**src/rtl/axis_address_arbiter_if.sv**
```systemverilog
// Command channel bundle for axis_address_arbiter: NPRT packed
// requester ports on the s_* side, one forwarded command on the m_* side.
interface axis_address_arbiter_if #(
    parameter int NPRT       = 4,
    parameter int ADDR_WIDTH = 32
) ();
    localparam int PW = $clog2(NPRT);

    logic [NPRT-1:0]            s_avalid;
    logic [NPRT-1:0]            s_arnw;
    logic [NPRT*ADDR_WIDTH-1:0] s_aaddr;
    logic [NPRT*ADDR_WIDTH-1:0] s_abeats;
    logic [NPRT-1:0]            s_aready;

    logic                  m_avalid;
    logic                  m_arnw;
    logic [ADDR_WIDTH-1:0] m_aaddr;
    logic [ADDR_WIDTH-1:0] m_abeats;
    logic [PW-1:0]         m_aport;
    logic                  m_aready;

    logic zeroBeatError;

    // Arbiter side: takes requests, issues one command downstream.
    modport slave (
        input  s_avalid, s_arnw, s_aaddr, s_abeats, m_aready,
        output s_aready, m_avalid, m_arnw, m_aaddr, m_abeats, m_aport,
        output zeroBeatError
    );

    // Environment side: requesters plus the downstream engine.
    modport master (
        output s_avalid, s_arnw, s_aaddr, s_abeats, m_aready,
        input  s_aready, m_avalid, m_arnw, m_aaddr, m_abeats, m_aport,
        input  zeroBeatError
    );
endinterface

```
**src/rtl/axis_address_arbiter.sv**
```systemverilog
// Priority arbiter sharing one address command channel among NPRT ports.
// Define RASTERIX_ARBITER_AGING_EN to add per-port starvation aging.
module axis_address_arbiter #(
    parameter int NPRT       = 4,
    parameter int ADDR_WIDTH = 32,
    parameter int AGE_WIDTH  = 8,
    parameter int AGE_LIMIT  = 64
) (
    input logic aclk,
    input logic reset,
    axis_address_arbiter_if.slave bus
);
    localparam int PW = $clog2(NPRT);

    typedef enum logic {
        IDLE,
        ISSUE
    } state_t;

    state_t state, state_nx;

    logic [NPRT-1:0]       cand;
    logic [NPRT-1:0]       grant;
    logic                  any_valid;
    logic                  accept;
    logic                  zero_beats;
    logic [PW-1:0]         winner;
    logic                  sel_rnw;
    logic [ADDR_WIDTH-1:0] sel_addr;
    logic [ADDR_WIDTH-1:0] sel_beats;

    logic                  rnw_q;
    logic [ADDR_WIDTH-1:0] addr_q;
    logic [ADDR_WIDTH-1:0] beats_q;
    logic [PW-1:0]         port_q;
    logic                  zero_err_q;

    assign any_valid = |bus.s_avalid;

`ifdef RASTERIX_ARBITER_AGING_EN
    logic [AGE_WIDTH-1:0] age [NPRT];
    logic [NPRT-1:0]      starving;

    always_comb begin
        starving = '0;
        for (int i = 0; i < NPRT; i++) begin
            starving[i] = bus.s_avalid[i] &&
                          (age[i] >= AGE_WIDTH'(AGE_LIMIT));
        end
        cand = (|starving) ? starving : bus.s_avalid;
    end

    // Age clears on grant or idle port and saturates instead of wrapping.
    always_ff @(posedge aclk) begin
        for (int i = 0; i < NPRT; i++) begin
            if (reset || grant[i] || !bus.s_avalid[i]) begin
                age[i] <= '0;
            end else if (age[i] != '1) begin
                age[i] <= age[i] + 1'b1;
            end
        end
    end
`else
    assign cand = bus.s_avalid;
`endif

    always_comb begin
        winner = '0;
        for (int i = NPRT - 1; i >= 0; i--) begin
            if (cand[i]) begin
                winner = PW'(i);
            end
        end
    end

    always_comb begin
        sel_rnw   = 1'b0;
        sel_addr  = '0;
        sel_beats = '0;
        for (int i = 0; i < NPRT; i++) begin
            if (winner == PW'(i)) begin
                sel_rnw   = bus.s_arnw[i];
                sel_addr  = bus.s_aaddr[i*ADDR_WIDTH +: ADDR_WIDTH];
                sel_beats = bus.s_abeats[i*ADDR_WIDTH +: ADDR_WIDTH];
            end
        end
    end

    always_comb begin
        grant = '0;
        if (!reset && state == IDLE && any_valid) begin
            grant[winner] = 1'b1;
        end
    end

    assign accept     = |grant;
    assign zero_beats = (sel_beats == '0);

    always_comb begin
        state_nx = state;
        case (state)
            IDLE: begin
                if (accept && !zero_beats) begin
                    state_nx = ISSUE;
                end
            end
            ISSUE: begin
                if (bus.m_aready) begin
                    state_nx = IDLE;
                end
            end
            default: state_nx = IDLE;
        endcase
    end

    always_ff @(posedge aclk) begin
        if (reset) begin
            state <= IDLE;
        end else begin
            state <= state_nx;
        end
    end

    // Payload is captured even for zero-beat commands; only m_avalid gates it.
    always_ff @(posedge aclk) begin
        if (reset) begin
            rnw_q      <= 1'b0;
            addr_q     <= '0;
            beats_q    <= '0;
            port_q     <= '0;
            zero_err_q <= 1'b0;
        end else if (accept) begin
            rnw_q   <= sel_rnw;
            addr_q  <= sel_addr;
            beats_q <= sel_beats;
            port_q  <= winner;
            if (zero_beats) begin
                zero_err_q <= 1'b1;
            end
        end
    end

    assign bus.s_aready      = grant;
    assign bus.m_avalid      = (state == ISSUE);
    assign bus.m_arnw        = rnw_q;
    assign bus.m_aaddr       = addr_q;
    assign bus.m_abeats      = beats_q;
    assign bus.m_aport       = port_q;
    assign bus.zeroBeatError = zero_err_q;
endmodule

```
**src/flat_wrapper.sv**
```systemverilog
// flat-port wrapper written by rule: the top's interface ports become plain ports
module axis_address_arbiter_flat 
#(
    parameter int NPRT       = 4,
    parameter int ADDR_WIDTH = 32,
    parameter int AGE_WIDTH  = 8,
    parameter int AGE_LIMIT  = 64
)
  (aclk, reset, bus_s_avalid, bus_s_arnw, bus_s_aaddr, bus_s_abeats, bus_m_aready, bus_s_aready, bus_m_avalid, bus_m_arnw, bus_m_aaddr, bus_m_abeats, bus_m_aport, bus_zeroBeatError);
  axis_address_arbiter_if #(.NPRT(NPRT), .ADDR_WIDTH(ADDR_WIDTH)) bus_i ();
  input logic aclk;
  input logic reset;
  input wire logic [$bits(bus_i.s_avalid)-1:0] bus_s_avalid;
  input wire logic [$bits(bus_i.s_arnw)-1:0] bus_s_arnw;
  input wire logic [$bits(bus_i.s_aaddr)-1:0] bus_s_aaddr;
  input wire logic [$bits(bus_i.s_abeats)-1:0] bus_s_abeats;
  input wire logic [$bits(bus_i.m_aready)-1:0] bus_m_aready;
  output wire logic [$bits(bus_i.s_aready)-1:0] bus_s_aready;
  output wire logic [$bits(bus_i.m_avalid)-1:0] bus_m_avalid;
  output wire logic [$bits(bus_i.m_arnw)-1:0] bus_m_arnw;
  output wire logic [$bits(bus_i.m_aaddr)-1:0] bus_m_aaddr;
  output wire logic [$bits(bus_i.m_abeats)-1:0] bus_m_abeats;
  output wire logic [$bits(bus_i.m_aport)-1:0] bus_m_aport;
  output wire logic [$bits(bus_i.zeroBeatError)-1:0] bus_zeroBeatError;
  assign bus_i.s_avalid = bus_s_avalid;
  assign bus_i.s_arnw = bus_s_arnw;
  assign bus_i.s_aaddr = bus_s_aaddr;
  assign bus_i.s_abeats = bus_s_abeats;
  assign bus_i.m_aready = bus_m_aready;
  assign bus_s_aready = bus_i.s_aready;
  assign bus_m_avalid = bus_i.m_avalid;
  assign bus_m_arnw = bus_i.m_arnw;
  assign bus_m_aaddr = bus_i.m_aaddr;
  assign bus_m_abeats = bus_i.m_abeats;
  assign bus_m_aport = bus_i.m_aport;
  assign bus_zeroBeatError = bus_i.zeroBeatError;
  axis_address_arbiter #(.NPRT(NPRT), .ADDR_WIDTH(ADDR_WIDTH), .AGE_WIDTH(AGE_WIDTH), .AGE_LIMIT(AGE_LIMIT)) u_core (.aclk(aclk), .reset(reset), .bus(bus_i));
endmodule
```
**config.mk**
```make
export PLATFORM = sky130hd
export DESIGN_NAME = axis_address_arbiter_flat
export DESIGN_NICKNAME = d
export VERILOG_FILES = /design/src/rtl/axis_address_arbiter_if.sv /design/src/rtl/axis_address_arbiter.sv /design/src/flat_wrapper.sv
export SDC_FILE = /design/constraint.sdc
export NUM_CORES = 1
export LEC_CHECK = 0
export CORE_AREA = 2 2 132 134
export CTS_CLUSTER_DIAMETER = 100
export DETAILED_ROUTE_END_ITERATION = 10
export DIE_AREA = 0 0 134 136
export GPL_ROUTABILITY_DRIVEN = 0
export MAX_ROUTING_LAYER = met4
export PLACE_DENSITY = 0.73
export SKIP_CTS_REPAIR_TIMING = 1
export SLEW_MARGIN = 0
export SYNTH_ARGS = -nofsm -noshare
export SYNTH_HDL_FRONTEND = slang
export SYNTH_SLANG_ARGS = --single-unit
export TNS_END_PERCENT = 5
```
**constraint.sdc**
```tcl
create_clock -name aclk -period 5.73 [get_ports aclk]
set_clock_uncertainty 0.05 [all_clocks]
set_input_delay 1.146 -clock aclk [delete_from_list [all_inputs] [get_ports aclk]]
set_output_delay 1.146 -clock aclk [all_outputs]
set_load 0.03 [all_outputs]
```
Yosys cells after proc, flatten, opt, wreduce, memory -nomap -nowiden
Index checks and enable logic that the tools add are counted.
Word-level totals
  logic and storage cells: 45
  output and inout bits: 73
  input bits: 267
  memories: 0
  bits in writable memories: 0
  bits in read-only memories: 0
  bits in latches: 0
  register bits after elaboration: 69
Operators by class
  equal/unequal tests: 3
  multiply operators: 0
  muxes and demuxes: 22
  bitwise gates (word level): 1
  magnitude comparators: 2
  div/mod/pow operators: 0
  add/sub/neg operators: 0
  shifts and indexed selects: 0
  reductions and logical operators: 11
Operator list (count)
  two-way mux 32 bit: 8
  zero test 32 bit: 1
  two-way mux 2 bit: 4
  OR reduction 4 bit: 2
  two-way mux 1 bit: 7
  equality test 2 bit, second input constant: 2
  logical AND 1 bit: 4
  two-way mux 4 bit: 1
  < comparator 2 x 3 -> 1 bit, second input constant: 1
  demux 1 bit (select 2 bit): 1
  equality test 2 x 1 -> 1 bit, second input constant: 1
  >= comparator 2 x 1 -> 1 bit, second input constant: 1
  zero test 1 bit: 2
  zero test 2 bit: 1
  one-hot mux 1 bit (2 select lines): 1
  AND reduction 2 bit: 1
  NOT 1 bit: 1

Logic depth before layout (Yosys ltp)
  depth in word-level cells: 14
  depth in mapped cells: 11
  depth with buffers taken out: 7

Worst setup path after synthesis
Ideal clock, no wire load.
  kind: input to output
  from: in bus_s_avalid[2]
  to: out bus_s_aready[3]
  arrival: 2.742 ns
  path slack: 1.792 ns
  buffers on the path: 4
  cell stages on the path: 7
  cell sequence: buf_4 > nor3_2 > nand2_1 > buf_2 > buf_2 > clkbuf_1 > nor3_1
Between the ends
  cells in the longest elaborated chain, start to end: 8
Ends and longest elaborated chain
  start, declared: line flat_wrapper.sv:13  | input wire logic [$bits(bus_i.s_avalid)-1:0] bus_s_avalid;
  two-way mux 2 bit (3 in a row): line axis_address_arbiter.sv:70  | if (cand[i]) begin
  < comparator 2 x 3 -> 1 bit (implied by the code) / >= comparator 2 x 1 -> 1 bit (equally long branches): line axis_address_arbiter.sv:92  | grant[winner] = 1'b1;
  logical AND 1 bit (implied by the code): line axis_address_arbiter.sv:92
  two-way mux 1 bit (implied by the code): line axis_address_arbiter.sv:92
  demux 1 bit (select 2 bit)
  two-way mux 4 bit *: line axis_address_arbiter.sv:91  | if (!reset && state == IDLE && any_valid) begin
  end, declared: line flat_wrapper.sv:18  | output wire logic [$bits(bus_i.s_aready)-1:0] bus_s_aready;
Every way passes the cells marked *; elsewhere a longest branch is shown, timed or not.

Worst setup path in the final report
  from: in bus_s_avalid[1]
  to: out bus_s_aready[3]
Between the ends
  cells in the longest elaborated chain, start to end: 7
Ends and longest elaborated chain (line)
  two-way mux 2 bit (2 in a row): axis_address_arbiter.sv:70
  < comparator 2 x 3 -> 1 bit (implied by the code) / >= comparator 2 x 1 -> 1 bit (equally long branches): axis_address_arbiter.sv:92
  logical AND 1 bit (implied by the code): axis_address_arbiter.sv:92
  two-way mux 1 bit (implied by the code): axis_address_arbiter.sv:92
  demux 1 bit (select 2 bit)
  two-way mux 4 bit *: axis_address_arbiter.sv:91
Marked as above.

==> impl_metrics.env <==
export IMPL_syn_area_um2=4690
export IMPL_status="finished clean"
export IMPL_nets=1197
export IMPL_clkPwrFrac_pct=31.8
export IMPL_cts_sinks=69
export IMPL_port_buffers=339
export IMPL_drv_slew=0
export IMPL_final_antenna_net_count=0
export IMPL_fmax_ghz=0.216
export IMPL_viasPerCell=5.19
export IMPL_clockRootBuffer="clkbuf_16"
export IMPL_worstPathMaxFanout=11
export IMPL_synth_warnings=0
export IMPL_whs_path_depth=2
export IMPL_synth_area_leaders="dfxtp_1 (29%), a21oi_1 (13%), nor2_1 (8.4%)"
export IMPL_yosys_area_top_type_share_pct=29.5
export IMPL_rsz0062_at_grt="no"
export IMPL_antenna_found_initial=1
export IMPL_avgRoutedWirePerCell_um=18.9
export IMPL_layoutNonFillerInstCount=1161
export IMPL_power_leakage_nw=3.10
export IMPL_synth_top_cell_by_area="dfxtp_1"
export IMPL_synth_nets=902
export IMPL_route_vias_total=6025
export IMPL_syn_area_per_cell_um2=7.38
export IMPL_fin_area_um2=8360
export IMPL_cp_end_kind="primary output"
export IMPL_seqPwrFrac_pct=30.8
export IMPL_initialDrtViolationCount=342
export IMPL_grt_use_total_pct=23.6
export IMPL_crit_family="buffers and inverters"
export IMPL_worst_path_buf_inv=2
export IMPL_ir_drop_mv=0.131
export IMPL_cp_arrival_ns=3.44
export IMPL_overflow=0
export IMPL_worstPathCellList="clkdlybuf4s50_1, nor3_2, a21o_4, nor3_1, clkdlybuf4s50_1"
export IMPL_power_density_nw_per_um2=213
export IMPL_cts_inserted_buffers=9
export IMPL_cp_start_kind="input port"
export IMPL_worstRegToRegCells=5
export IMPL_die_w_um=134
export IMPL_clk_pin_slew_ns=0.06
export IMPL_grt_start_max_net_pins=95
export IMPL_io_pins=340
export IMPL_hold_path_class="flip-flop to flip-flop"
export IMPL_cts_tree="yes"
export IMPL_cap_viol_max_count=0
export IMPL_setup_viol=0
export IMPL_row_count=48
export IMPL_synth_edf_count=0
export IMPL_r2r_start="u_core.bus.m_avalid"
export IMPL_path_depth=5
export IMPL_initial_utilization_pct=27.8
export IMPL_placedCellCount=1144
export IMPL_grt_pass1_vias=5760
export IMPL_switching_share_pct=31.8
export IMPL_dieArea_um2=18200
export IMPL_cpPeakStageDelay_ns=0.77
export IMPL_max_slew_worst_pin_slew_ns=1.12
export IMPL_synth_seq_area_share_pct=29.5
export IMPL_crit_path_start="bus_s_avalid[1]"
export IMPL_ys_flop_type="dfxtp_1"
export IMPL_path_class="input port to primary output"
export IMPL_worst_path_max_delay_cell="clkdlybuf4s50_1"
export IMPL_clockBufferDepth=2
export IMPL_fin_crit_ns=4.63
export IMPL_holdCritStartpoint="u_core.bus.m_abeats[20]"
export IMPL_power_internal_mw=1.22
export IMPL_drive_gt1_share_pct=5.99
export IMPL_yosys_top_cells_count="a21oi_1 (121), nor2_1 (105), dfxtp_1 (69)"
export IMPL_place_area_um2=8060
export IMPL_yosysMostFrequentCell="a21oi_1"
export IMPL_slew_headroom_pct=25.4
export IMPL_fin_setup_tns_ns=0
export IMPL_synthArstFlopShare_pct=0
export IMPL_clk_latency_ns=0.33
export IMPL_crit_top_cell="clkdlybuf4s50_1"
export IMPL_synth_seq_cells=69
export IMPL_dr_pass1_iters=5
export IMPL_remaining_drc_errors=0
export IMPL_ys_types=51
export IMPL_switchingPower_uw=567
export IMPL_syn_to_final_growth_pct=78.4
export IMPL_hold_viol_final=0
export IMPL_synth_cells=635
export IMPL_p_total_mw=1.78
export IMPL_routed_wl_mm=21.9
export IMPL_worstPathRequired_ns=4.53
export IMPL_p_comb_share_pct=37.4
export IMPL_finalCritPeriodShare_pct=80.9
export IMPL_grt_pass1_wl_mm=32.0
export IMPL_h_tree_depth=3
export IMPL_die_h_um=136
export IMPL_utilization_pct=49.6
export IMPL_dpl_hpwl_mm=16.5
export IMPL_core_um2=16900
power by group through the flow:
stage,registers (mW),clock network (mW),logic (mW)
CTS,0.550,0.582,0.670
floorplan,0.644,0,0.242
detailed placement,0.560,0,0.667
global route,0.555,0.602,0.712
finish,0.550,0.567,0.666
global placement,0.559,0,0.664
final cells by class:
type                    count  area, um2
clock inverters             5       60.1
diodes                      1       2.50
fillers                  1678       8510
well taps                 225        282
repair buffers            351       3480
multi-input cells         491       2890
clock buffers              11        243
flip-flops and latches     69       1380
inverters                   8       30.0
through the flow:
stage	hold slack, ns	setup WS, ns
after global routing	0.433	1.06
after CTS	0.410	1.16
after floorplan	0.531	1.79
after detailed placement	0.399	1.16
final	0.407	1.10
after global placement	0.393	1.13
registers in the layout, summed over array words and instances (netlist names):
signal	cells
u_core.bus.zeroBeatError	1
u_core.bus.m_aport	2
u_core.bus.m_avalid	1
u_core.bus.m_arnw	1
u_core.bus.m_aaddr	32
u_core.bus.m_abeats	32
logic make-up (layout without fill, tap and decap cells):
family,count (synthesis),count (layout),share of synthesized area [%]
AOI/OAI and AO/OA,239,239,36.4
buffers and inverters,75,375,9.37
DFF,69,69,29.5
other,0,1,0
and+or+nand+nor,252,252,24.8
per-layer routing:
metal | up-vias | wire length, um | GRT usage, %
li1 | 2914 | - | -
met1 | 2803 | 9020 | 27.2
met2 | 274 | 10500 | 39.9
met3 | 34 | 1800 | 5.93
met4 | 0 | 573 | 8.39
met5 | - | 0 | -
path summary, 6_finish.rpt:
path	slack [ns]	to
min reg2reg	0.41	u_core.bus.m_abeats[20]
min	0.41	u_core.bus.m_abeats[20]
max reg2reg	3.66	u_core.bus.m_aaddr[0]
max	1.10	bus_s_aready[3]
cell usage in the layout (no fill, tap or decap), types with 3 or more instances in the layout:
cell and instances:
or3_1 4, nor3_2 3, o22ai_1 8, buf_4 13, o2bb2ai_1 11, a311oi_1 9, a2bb2oi_2 5, a221o_1 32
clkbuf_16 9, nor3_1 38, nand4_1 6, nand2b_1 26, nor2_1 105, clkdlybuf4s50_1 337, a221oi_2 3, a21oi_1 120
a211o_1 7, and3_1 3, inv_1 7, a22o_1 10, o211ai_1 5, a211oi_1 7, a2bb2oi_1 4, nand2_1 51
a221oi_1 3, nor4_1 3, dfxtp_1 69
worst reg2reg max path: stages (launching register included):
cell	delay (ns)
dfxtp_1	0.56
a21o_4	0.14
buf_4	0.66
nor3_1	0.31
a21oi_1	0.18
nor2_1	0.05
No activity file was read; power rests on OpenSTA's default activity.
